File: src/rtl/layer_sequencer.sv
// layer_sequencer: sequences one conv layer as output-channel passes of DMA + compute handshakes.
// Ports: start/ack/done/busy talk to the config block; IC_Num..output_start_address are the
// layer config (latched on ack); cmd_* with dma_done drive the memory mover; pass_* drive the
// compute array.
module layer_sequencer #(
  parameter int OC_PER_PASS = 8,
  parameter int IC_W = 10,
  parameter int OC_W = 10,
  parameter int FS_W = 8
) (
  input  logic            clock,
  input  logic            reset,
  input  logic            start,
  output logic            ack,
  output logic            done,
  output logic            busy,
  input  logic [IC_W-1:0] IC_Num,
  input  logic [OC_W-1:0] OC_Num,
  input  logic [FS_W-1:0] RC_Size,
  input  logic [FS_W-1:0] ORC_Size,
  input  logic            load_input,
  input  logic            store_output,
  input  logic [31:0]     bias_start_address,
  input  logic [31:0]     input_start_address,
  input  logic [31:0]     output_start_address,
  output logic            cmd_valid,
  input  logic            cmd_ready,
  output logic [1:0]      cmd_type,
  output logic [31:0]     cmd_addr,
  output logic [31:0]     cmd_len,
  input  logic            dma_done,
  output logic            pass_start,
  output logic [OC_W-1:0] pass_oc_base,
  output logic [6:0]      pass_oc_count,
  input  logic            pass_done
);
  typedef enum logic [3:0] {
    IDLE, LOAD_IN, WAIT_IN, BIAS, WAIT_BIAS, COMPUTE, STORE, WAIT_STORE, NEXT, FINISH
  } state_t;
  localparam logic [OC_W:0] PASS = (OC_W+1)'(OC_PER_PASS);
  state_t state, state_n;
  logic [IC_W-1:0] ic_q;
  logic [OC_W-1:0] oc_q, oc_base, rem;
  logic [FS_W-1:0] rc_q, orc_q;
  logic            load_q, store_q, ack_q, pass_start_q;
  logic [31:0]     bias_q, in_q, out_q, in_len, orc_sq, st_len;
  logic [6:0]      cnt;
  logic [OC_W:0]   next_base;
  assign rem       = oc_q - oc_base;
  assign cnt       = ({1'b0, rem} > PASS) ? 7'(OC_PER_PASS) : 7'(rem);
  assign next_base = {1'b0, oc_base} + (OC_W+1)'(cnt);
  assign in_len    = 32'(ic_q) * 32'(rc_q) * 32'(rc_q);
  assign orc_sq    = 32'(orc_q) * 32'(orc_q);
  assign st_len    = 32'(cnt) * orc_sq;
  always_ff @(posedge clock or negedge reset)
    if (!reset) state <= IDLE;
    else state <= state_n;
  always_comb begin
    state_n = state;
    case (state)
      IDLE:       if (start) state_n = load_input ? LOAD_IN : BIAS;
      LOAD_IN:    if (in_len == 0) state_n = BIAS;
                  else if (cmd_ready) state_n = WAIT_IN;
      WAIT_IN:    if (dma_done) state_n = BIAS;
      BIAS:       if (oc_q == 0) state_n = FINISH;
                  else if (cmd_ready) state_n = WAIT_BIAS;
      WAIT_BIAS:  if (dma_done) state_n = COMPUTE;
      // a pass_done coincident with our own pass_start cannot belong to this pass
      COMPUTE:    if (pass_done && !pass_start_q) state_n = store_q ? STORE : NEXT;
      STORE:      if (st_len == 0) state_n = NEXT;
                  else if (cmd_ready) state_n = WAIT_STORE;
      WAIT_STORE: if (dma_done) state_n = NEXT;
      NEXT:       state_n = (next_base >= {1'b0, oc_q}) ? FINISH : BIAS;
      FINISH:     state_n = IDLE;
      default:    state_n = IDLE;
    endcase
  end
  always_ff @(posedge clock or negedge reset)
    if (!reset) begin
      {ic_q, oc_q, rc_q, orc_q, load_q, store_q} <= '0;
      {bias_q, in_q, out_q} <= '0;
      oc_base <= '0;
      ack_q <= 1'b0;
      pass_start_q <= 1'b0;
    end else begin
      ack_q <= state == IDLE && start;
      pass_start_q <= state == WAIT_BIAS && dma_done;
      if (state == IDLE && start) begin
        {ic_q, oc_q, rc_q, orc_q} <= {IC_Num, OC_Num, RC_Size, ORC_Size};
        {load_q, store_q} <= {load_input, store_output};
        {bias_q, in_q, out_q} <= {bias_start_address, input_start_address, output_start_address};
        oc_base <= '0;
      end
      if (state == NEXT) oc_base <= next_base[OC_W-1:0];
    end
  assign ack           = ack_q;
  assign done          = state == FINISH;
  assign busy          = state != IDLE;
  assign pass_start    = pass_start_q;
  assign pass_oc_base  = state == COMPUTE ? oc_base : '0;
  assign pass_oc_count = state == COMPUTE ? cnt : '0;
  assign cmd_valid     = (state == LOAD_IN && in_len != 0) || (state == BIAS && oc_q != 0) ||
                         (state == STORE && st_len != 0);
  assign cmd_type      = state == STORE ? 2'd2 : state == BIAS ? 2'd1 : 2'd0;
  assign cmd_addr      = state == LOAD_IN ? in_q :
                         state == BIAS    ? bias_q + (32'(oc_base) << 2) :
                         state == STORE   ? out_q + 32'(oc_base) * orc_sq : '0;
  assign cmd_len       = state == LOAD_IN ? in_len :
                         state == BIAS    ? 32'(cnt) << 2 :
                         state == STORE   ? st_len : '0;
  // load_q is only needed for the IDLE decision, taken from the live input
  logic unused_ok;
  assign unused_ok = load_q;
endmodule

File: config.mk
export PLATFORM = sky130hd
export DESIGN_NAME = layer_sequencer
export DESIGN_NICKNAME = d
export VERILOG_FILES = /design/src/rtl/layer_sequencer.sv
export SDC_FILE = /design/constraint.sdc
export NUM_CORES = 1
export LEC_CHECK = 0
export CORE_ASPECT_RATIO = 1.5
export CORE_MARGIN = 3
export CORE_UTILIZATION = 55
export CTS_BUF_LIST = sky130_fd_sc_hd__clkbuf_4 sky130_fd_sc_hd__clkbuf_8
export CTS_CLUSTER_DIAMETER = 50
export DETAILED_ROUTE_END_ITERATION = 16
export MAX_ROUTING_LAYER = met4
export PLACE_DENSITY = 0.77
export SLEW_MARGIN = 20
export SYNTH_ARGS = -nofsm -noshare
export SYNTH_HDL_FRONTEND = slang
export SYNTH_SLANG_ARGS = --single-unit
File: constraint.sdc
create_clock -name clock -period 30.5 [get_ports clock]
set_input_delay 9.15 -clock clock [delete_from_list [all_inputs] [get_ports clock]]
set_output_delay 9.15 -clock clock [all_outputs]
set_load 0.02 [all_outputs]
**Yosys cells after proc, flatten, opt, wreduce, memory -nomap -nowiden**

Index checks and enable logic that the tools add are counted.

- Output and inout port bits: 88
- Bits of input ports: 140
- Bits in read-only memories: 0
- Memory bits (writable): 0
- Latch bits: 0
- Register bits after elaboration: 149
- Memories kept: 0

- Shifts and indexed selects: 0
- Multipliers: 5
- Bitwise operators: 0
- $lt $le $gt $ge: 2
- Add/sub/neg operators: 4
- Mux-type cells: 28
- Div/mod/pow operators: 0
- Reduce and logical (&&, ||, !) cells: 19
- Equality and inequality tests: 17

Operators by type and width:

| operator | count |
|---|---|
| 32-bit 2-to-1 mux | 3 |
| 32-bit logical NOT | 2 |
| 32-bit nonzero test | 2 |
| 4-bit 2-to-1 mux | 13 |
| 23-bit 2-to-1 mux | 2 |
| 4-bit case mux with 9 select lines | 1 |
| 32-bit by 12-bit adder with 32-bit output | 1 |
| 32-bit by 26-bit adder with 32-bit output | 1 |
| 10-bit 2-to-1 mux | 3 |
| 10-bit by 16-bit multiplier with 26-bit output | 1 |
| 18-bit by 8-bit multiplier with 26-bit output | 1 |
| 26-bit 2-to-1 mux | 1 |
| 7-bit by 16-bit multiplier with 23-bit output | 1 |
| 10-bit by 8-bit multiplier with 18-bit output | 1 |
| 4-bit by 3-bit == test with 1-bit output, second input constant | 4 |
| 8-bit by 8-bit multiplier with 16-bit output | 1 |
| 7-bit 2-to-1 mux | 2 |
| 10-bit by 7-bit adder with 11-bit output | 1 |
| 11-bit by 10-bit greater-or-equal comparator with 1-bit output | 1 |
| 10-bit by 4-bit > comparator with 1-bit output, second input constant | 1 |
| 10-bit logical NOT | 1 |
| 2-bit inequality test, second input constant | 5 |
| 10-bit nonzero test | 1 |
| 10-bit subtractor | 1 |
| other kinds (13) | 24 |

**Logic depth before layout (Yosys ltp)**

- Word-level depth: 7
- Mapped depth: 42
- Gate-level depth less buffers: 40

**Worst setup path before layout**

No wires, ideal clock.

- Kind: register to output
- From: reg orc_q[1]
- To: out cmd_addr[29]
- Arrival time: 9.736 ns
- Data required time: 21.350 ns
- Slack: 11.614 ns
- Path buffers: 2
- Cell stages (with the launch flop): 40
- Cells stage by stage: dfrtp_1 -> clkbuf_1 -> nand2_1 -> fa_1 -> fa_1 -> inv_1 -> ha_1 -> inv_1 -> fa_1 -> inv_1 -> ha_1 -> a21oi_1 -> o21ai_0 -> a21oi_1 -> o21bai_1 -> a21oi_1 -> o211ai_1 -> a21o_1 -> [4 not listed] -> fa_1 -> fa_1 -> fa_1 -> inv_1 -> fa_1 -> fa_1 -> ha_1 -> a21o_1 -> a21o_1 -> a21o_1 -> a21o_1 -> a21oi_1 -> o21a_1 -> o31ai_1 -> a21o_1 -> a21o_1 -> or4b_1 -> nand3_1

- Word-level cells in the longest chain between the ends: 6

RTL lines:

| element | line | RTL |
|---|---|---|
| start: declaration | 44 | `logic [FS_W-1:0] rc_q, orc_q;` |
| start signal: assignment | 89 | `{ic_q, oc_q, rc_q, orc_q} <= {IC_Num, OC_Num, RC_Size, ORC_Size};` |
| 8-bit by 8-bit multiplier with 16-bit output | 53 | `assign orc_sq = 32'(orc_q) * 32'(orc_q);` |
| 10-bit by 16-bit multiplier with 26-bit output | 107 | `state == STORE ? out_q + 32'(oc_base) * orc_sq : '0;` |
| 32-bit by 26-bit adder with 32-bit output | 107 |  |
| 32-bit 2-to-1 mux | 107 |  |
| 32-bit 2-to-1 mux | 106 | `state == BIAS ? bias_q + (32'(oc_base) << 2) :` |
| 32-bit 2-to-1 mux | 105 | `assign cmd_addr = state == LOAD_IN ? in_q :` |
| end: declaration | 29 | `output logic [31:0] cmd_addr,` |

No other way between the ends.

**Worst setup path in the final report**

- From: reg rc_q[2]
- To: out cmd_valid

- Word-level cells in the longest chain between the ends: 6

RTL lines:

| element | line | RTL |
|---|---|---|
| start: declaration | 44 |  |
| start signal: assignment | 89 |  |
| 10-bit by 8-bit multiplier with 18-bit output | 52 | `assign in_len = 32'(ic_q) * 32'(rc_q) * 32'(rc_q);` |
| 18-bit by 8-bit multiplier with 26-bit output (*) | 52 |  |
| 32-bit nonzero test (*) | 102 | `assign cmd_valid = (state == LOAD_IN && in_len != 0) \|\| (state == BIAS && oc_q != 0) \|\|` |
| 1-bit logical AND (*) | 102 |  |
| 1-bit logical OR (*) (2 in series) | 102 |  |
| end: declaration | 26 | `output logic cmd_valid,` |

Every way passes the cells marked *; elsewhere a longest branch is shown, timed or not.

==> impl_metrics.json <==
{
  "postRouteAntennaNets": 0,
  "grt-ovfl-total": 0,
  "final_common_cell": "nand2_1",
  "max_stage_delay_ns": 1.04,
  "ys_types": 74,
  "synth_cells": 3128,
  "gp_congestion": 0.943,
  "grt_antenna_before_repair": 1,
  "cp_common_cell": "fa_1",
  "grt_pass1_wl_mm": 123,
  "initial_core_util_pct": 56.1,
  "cts.repair.resized": 0,
  "drt-initial-drc-count": 1191,
  "core_sq_um": 46100,
  "layout.nets": 4060,
  "arrival_ns": 11.77,
  "final_cell_mix": "nand2_1 (662), inv_1 (452), fa_1 (360)",
  "cp_slowest_cell": "dfrtp_1",
  "fp.dieArea_sq_um": 49700,
  "cts_setup_buffers": 0,
  "ys_seq_area_share_pct": 14.4,
  "setup.worst_path.class": "flop to output port",
  "cts.sinks": 149,
  "htreeDepth": 4,
  "first_pass_iters": 8,
  "grt_setup_unrepaired": "no",
  "cts_tree": "built",
  "via_count": 22285,
  "ys.flop_type": "dfrtp_1",
  "drc": 0,
  "final-max-slew-violation-count": 0,
  "clk_path_buf_depth": 2,
  "wirelength_mm": 76.6,
  "relSlewSlack_pct": 19.8,
  "worstSetupEndpointType": "output port",
  "io_pins": 228,
  "min_period_ns": 20.92,
  "ys_ff_latch": 149,
  "syn_area_sq_um": 25900,
  "cts_buffers": 17,
  "fin_setup_tns_ns": 0,
  "finalSetupViolations": 0,
  "clk-insertion-delay-late_ns": 0.54,
  "grtUsageTotal_pct": 32.4,
  "port_buffers": 218,
  "place_hpwl_mm": 62.2,
  "post-route-period-util_pct": 68.6,
  "fin_skew_ns": 0.0347,
  "num_rows": 96,
  "fp.dieW_um": 183,
  "hold_buffers": 0,
  "viasPerCell": 5.71,
  "avgRoutedWirePerCell_um": 19.6,
  "cp.required_ns": 21.35,
  "clock-root-buffer": "clkbuf_8",
  "cap_violations": 0,
  "path_max_fanout": 29,
  "clkTransAtPathRegs_ns": 0.10,
  "hold_viol": 0,
  "rrSetupSlack_ns": 19.38,
  "outcome": "completed",
  "crit_path_start_kind": "flop",
  "grt_pass1_vias": 23906,
  "drive_above_1_share_pct": 2.35,
  "synth_edf_count": 0,
  "synth.avg_cell_area_sq_um": 8.27,
  "grt_max_degree": 92,
  "max_freq_ghz": 0.0478,
  "yosysWarnings": 0,
  "die_y_um": 272,
  "area_growth_pct": 12.4,
  "min_path_type": "flop to flop",
  "async_flop_share_pct": 100,
  "tightestPinTransition_ns": 1.19
}
cell type report:
class | count | area (sq um)
inverter | 456 | 1710
fill | 4084 | 17100
timing repair buffer | 236 | 2320
tap | 588 | 736
multi-input combinational | 2441 | 20100
sequential | 149 | 3730
clock buffer | 17 | 234
antenna | 1 | 2.50
clock inverter | 15 | 201
cells in the mapped netlist, types with 5 or more instances:
| cell | number | area share, % |
|---|---|---|
| a22o_1 | 6 | 0.20 |
| a22oi_1 | 21 | 0.61 |
| o22ai_1 | 15 | 0.36 |
| and3_1 | 26 | 0.63 |
| a31oi_1 | 9 | 0.22 |
| nor2_1 | 174 | 2.5 |
| and2_1 | 160 | 3.9 |
| mux2i_1 | 6 | 0.23 |
| nand2b_1 | 26 | 0.63 |
| o31ai_1 | 11 | 0.32 |
| o21ai_0 | 102 | 2.0 |
| a211oi_1 | 11 | 0.32 |
| nor4_1 | 6 | 0.15 |
| o21a_1 | 16 | 0.46 |
| clkbuf_1 | 121 | 1.8 |
| o211ai_1 | 10 | 0.29 |
| a21o_1 | 43 | 1.2 |
| o221ai_1 | 7 | 0.24 |
| nor2b_1 | 24 | 0.58 |
| o21bai_1 | 17 | 0.49 |
| or3_1 | 5 | 0.12 |
| nor3_1 | 29 | 0.56 |
| nand2_1 | 662 | 9.6 |
| buf_1 | 7 | 0.10 |
| inv_1 | 452 | 6.6 |
| a211o_1 | 6 | 0.20 |
| a2111oi_0 | 5 | 0.17 |
| fa_1 | 360 | 28 |
| o31a_1 | 5 | 0.17 |
| ha_1 | 259 | 13 |
| nand3_1 | 38 | 0.74 |
| nand4_1 | 22 | 0.53 |
| a21oi_1 | 99 | 1.9 |
| a221o_1 | 6 | 0.23 |
| dfrtp_1 | 149 | 14 |
| buf_4 | 9 | 0.26 |
| xnor2_1 | 77 | 2.6 |
| or2_2 | 6 | 0.15 |
| xor2_1 | 51 | 1.7 |
logic make-up (layout without fill, tap and decap cells):
family | count (synthesis) | in the layout | share of synthesized area, %
flip-flops | 149 | 149 | 14.4
multiplexers | 9 | 9 | 0.363
buffers and inverters | 593 | 724 | 8.74
adder cells (fa/ha/maj) | 619 | 619 | 40.4
AO/OA/AOI/OAI | 427 | 427 | 10.8
AND/OR/NAND/NOR | 1201 | 1201 | 20.9
other | 2 | 58 | 0.0290
XOR/XNOR | 128 | 128 | 4.33
flip-flops by register name, indices dropped and copies added (netlist names):
register / count
rc_q: 8
ic_q: 10
oc_base: 10
out_q: 32
store_q: 1
state: 4
orc_q: 8
oc_q: 10
pass_start: 1
in_q: 32
bias_q: 32
ack: 1
worst paths after layout:
path,start,to,cells past startpoint
worst max-delay path,rc_q[2],cmd_valid,37
worst min-delay path,in_q[24],in_q[24],2
min in group asynchronous,reset,orc_q[5],1
worst min register to register,in_q[24],in_q[24],2
worst max register to register,rc_q[2],state[0],35
max in group asynchronous,reset,in_q[25],2
worst max-delay path: cells and delay by family (launching register included):
family | cells | cell delay, ns
AO/OA/AOI/OAI | 12 | 2.50
XOR/XNOR | 2 | 0.79
adder cells (fa/ha/maj) | 10 | 4.43
buffers and inverters | 6 | 0.92
flip-flops | 1 | 1.04
AND/OR/NAND/NOR | 7 | 1.58
metal layers:
layer / vias to the layer above / GRT usage (%) / routed length, um
met5: - / - / 0
met3: 231 / 4.08 / 3450
met2: 721 / 59.8 / 41600
met1: 11101 / 33.7 / 27100
met4: 0 / 16.0 / 4420
li1: 10232 / - / -
stage by stage:
stage / setup WS (ns) / hold slack [ns] / instance area (sq um) / utilization, % / cells
floorplan: 11.61 / 0.442 / 26100 / - / 3183
global placement: 10.19 / 0.458 / 28600 / 62.0 / 3870
detailed placement: 10.10 / 0.462 / 28600 / 62.0 / 3870
CTS: 9.42 / 0.489 / 29000 / 63.0 / 3902
global route: 8.84 / 0.509 / 29100 / 63.0 / 3903
finish: 9.58 / 0.487 / 29100 / 63.0 / 3903
Power is not shown: default switching activity piles up to over one toggle a cycle in this logic, so the estimate is an artifact.
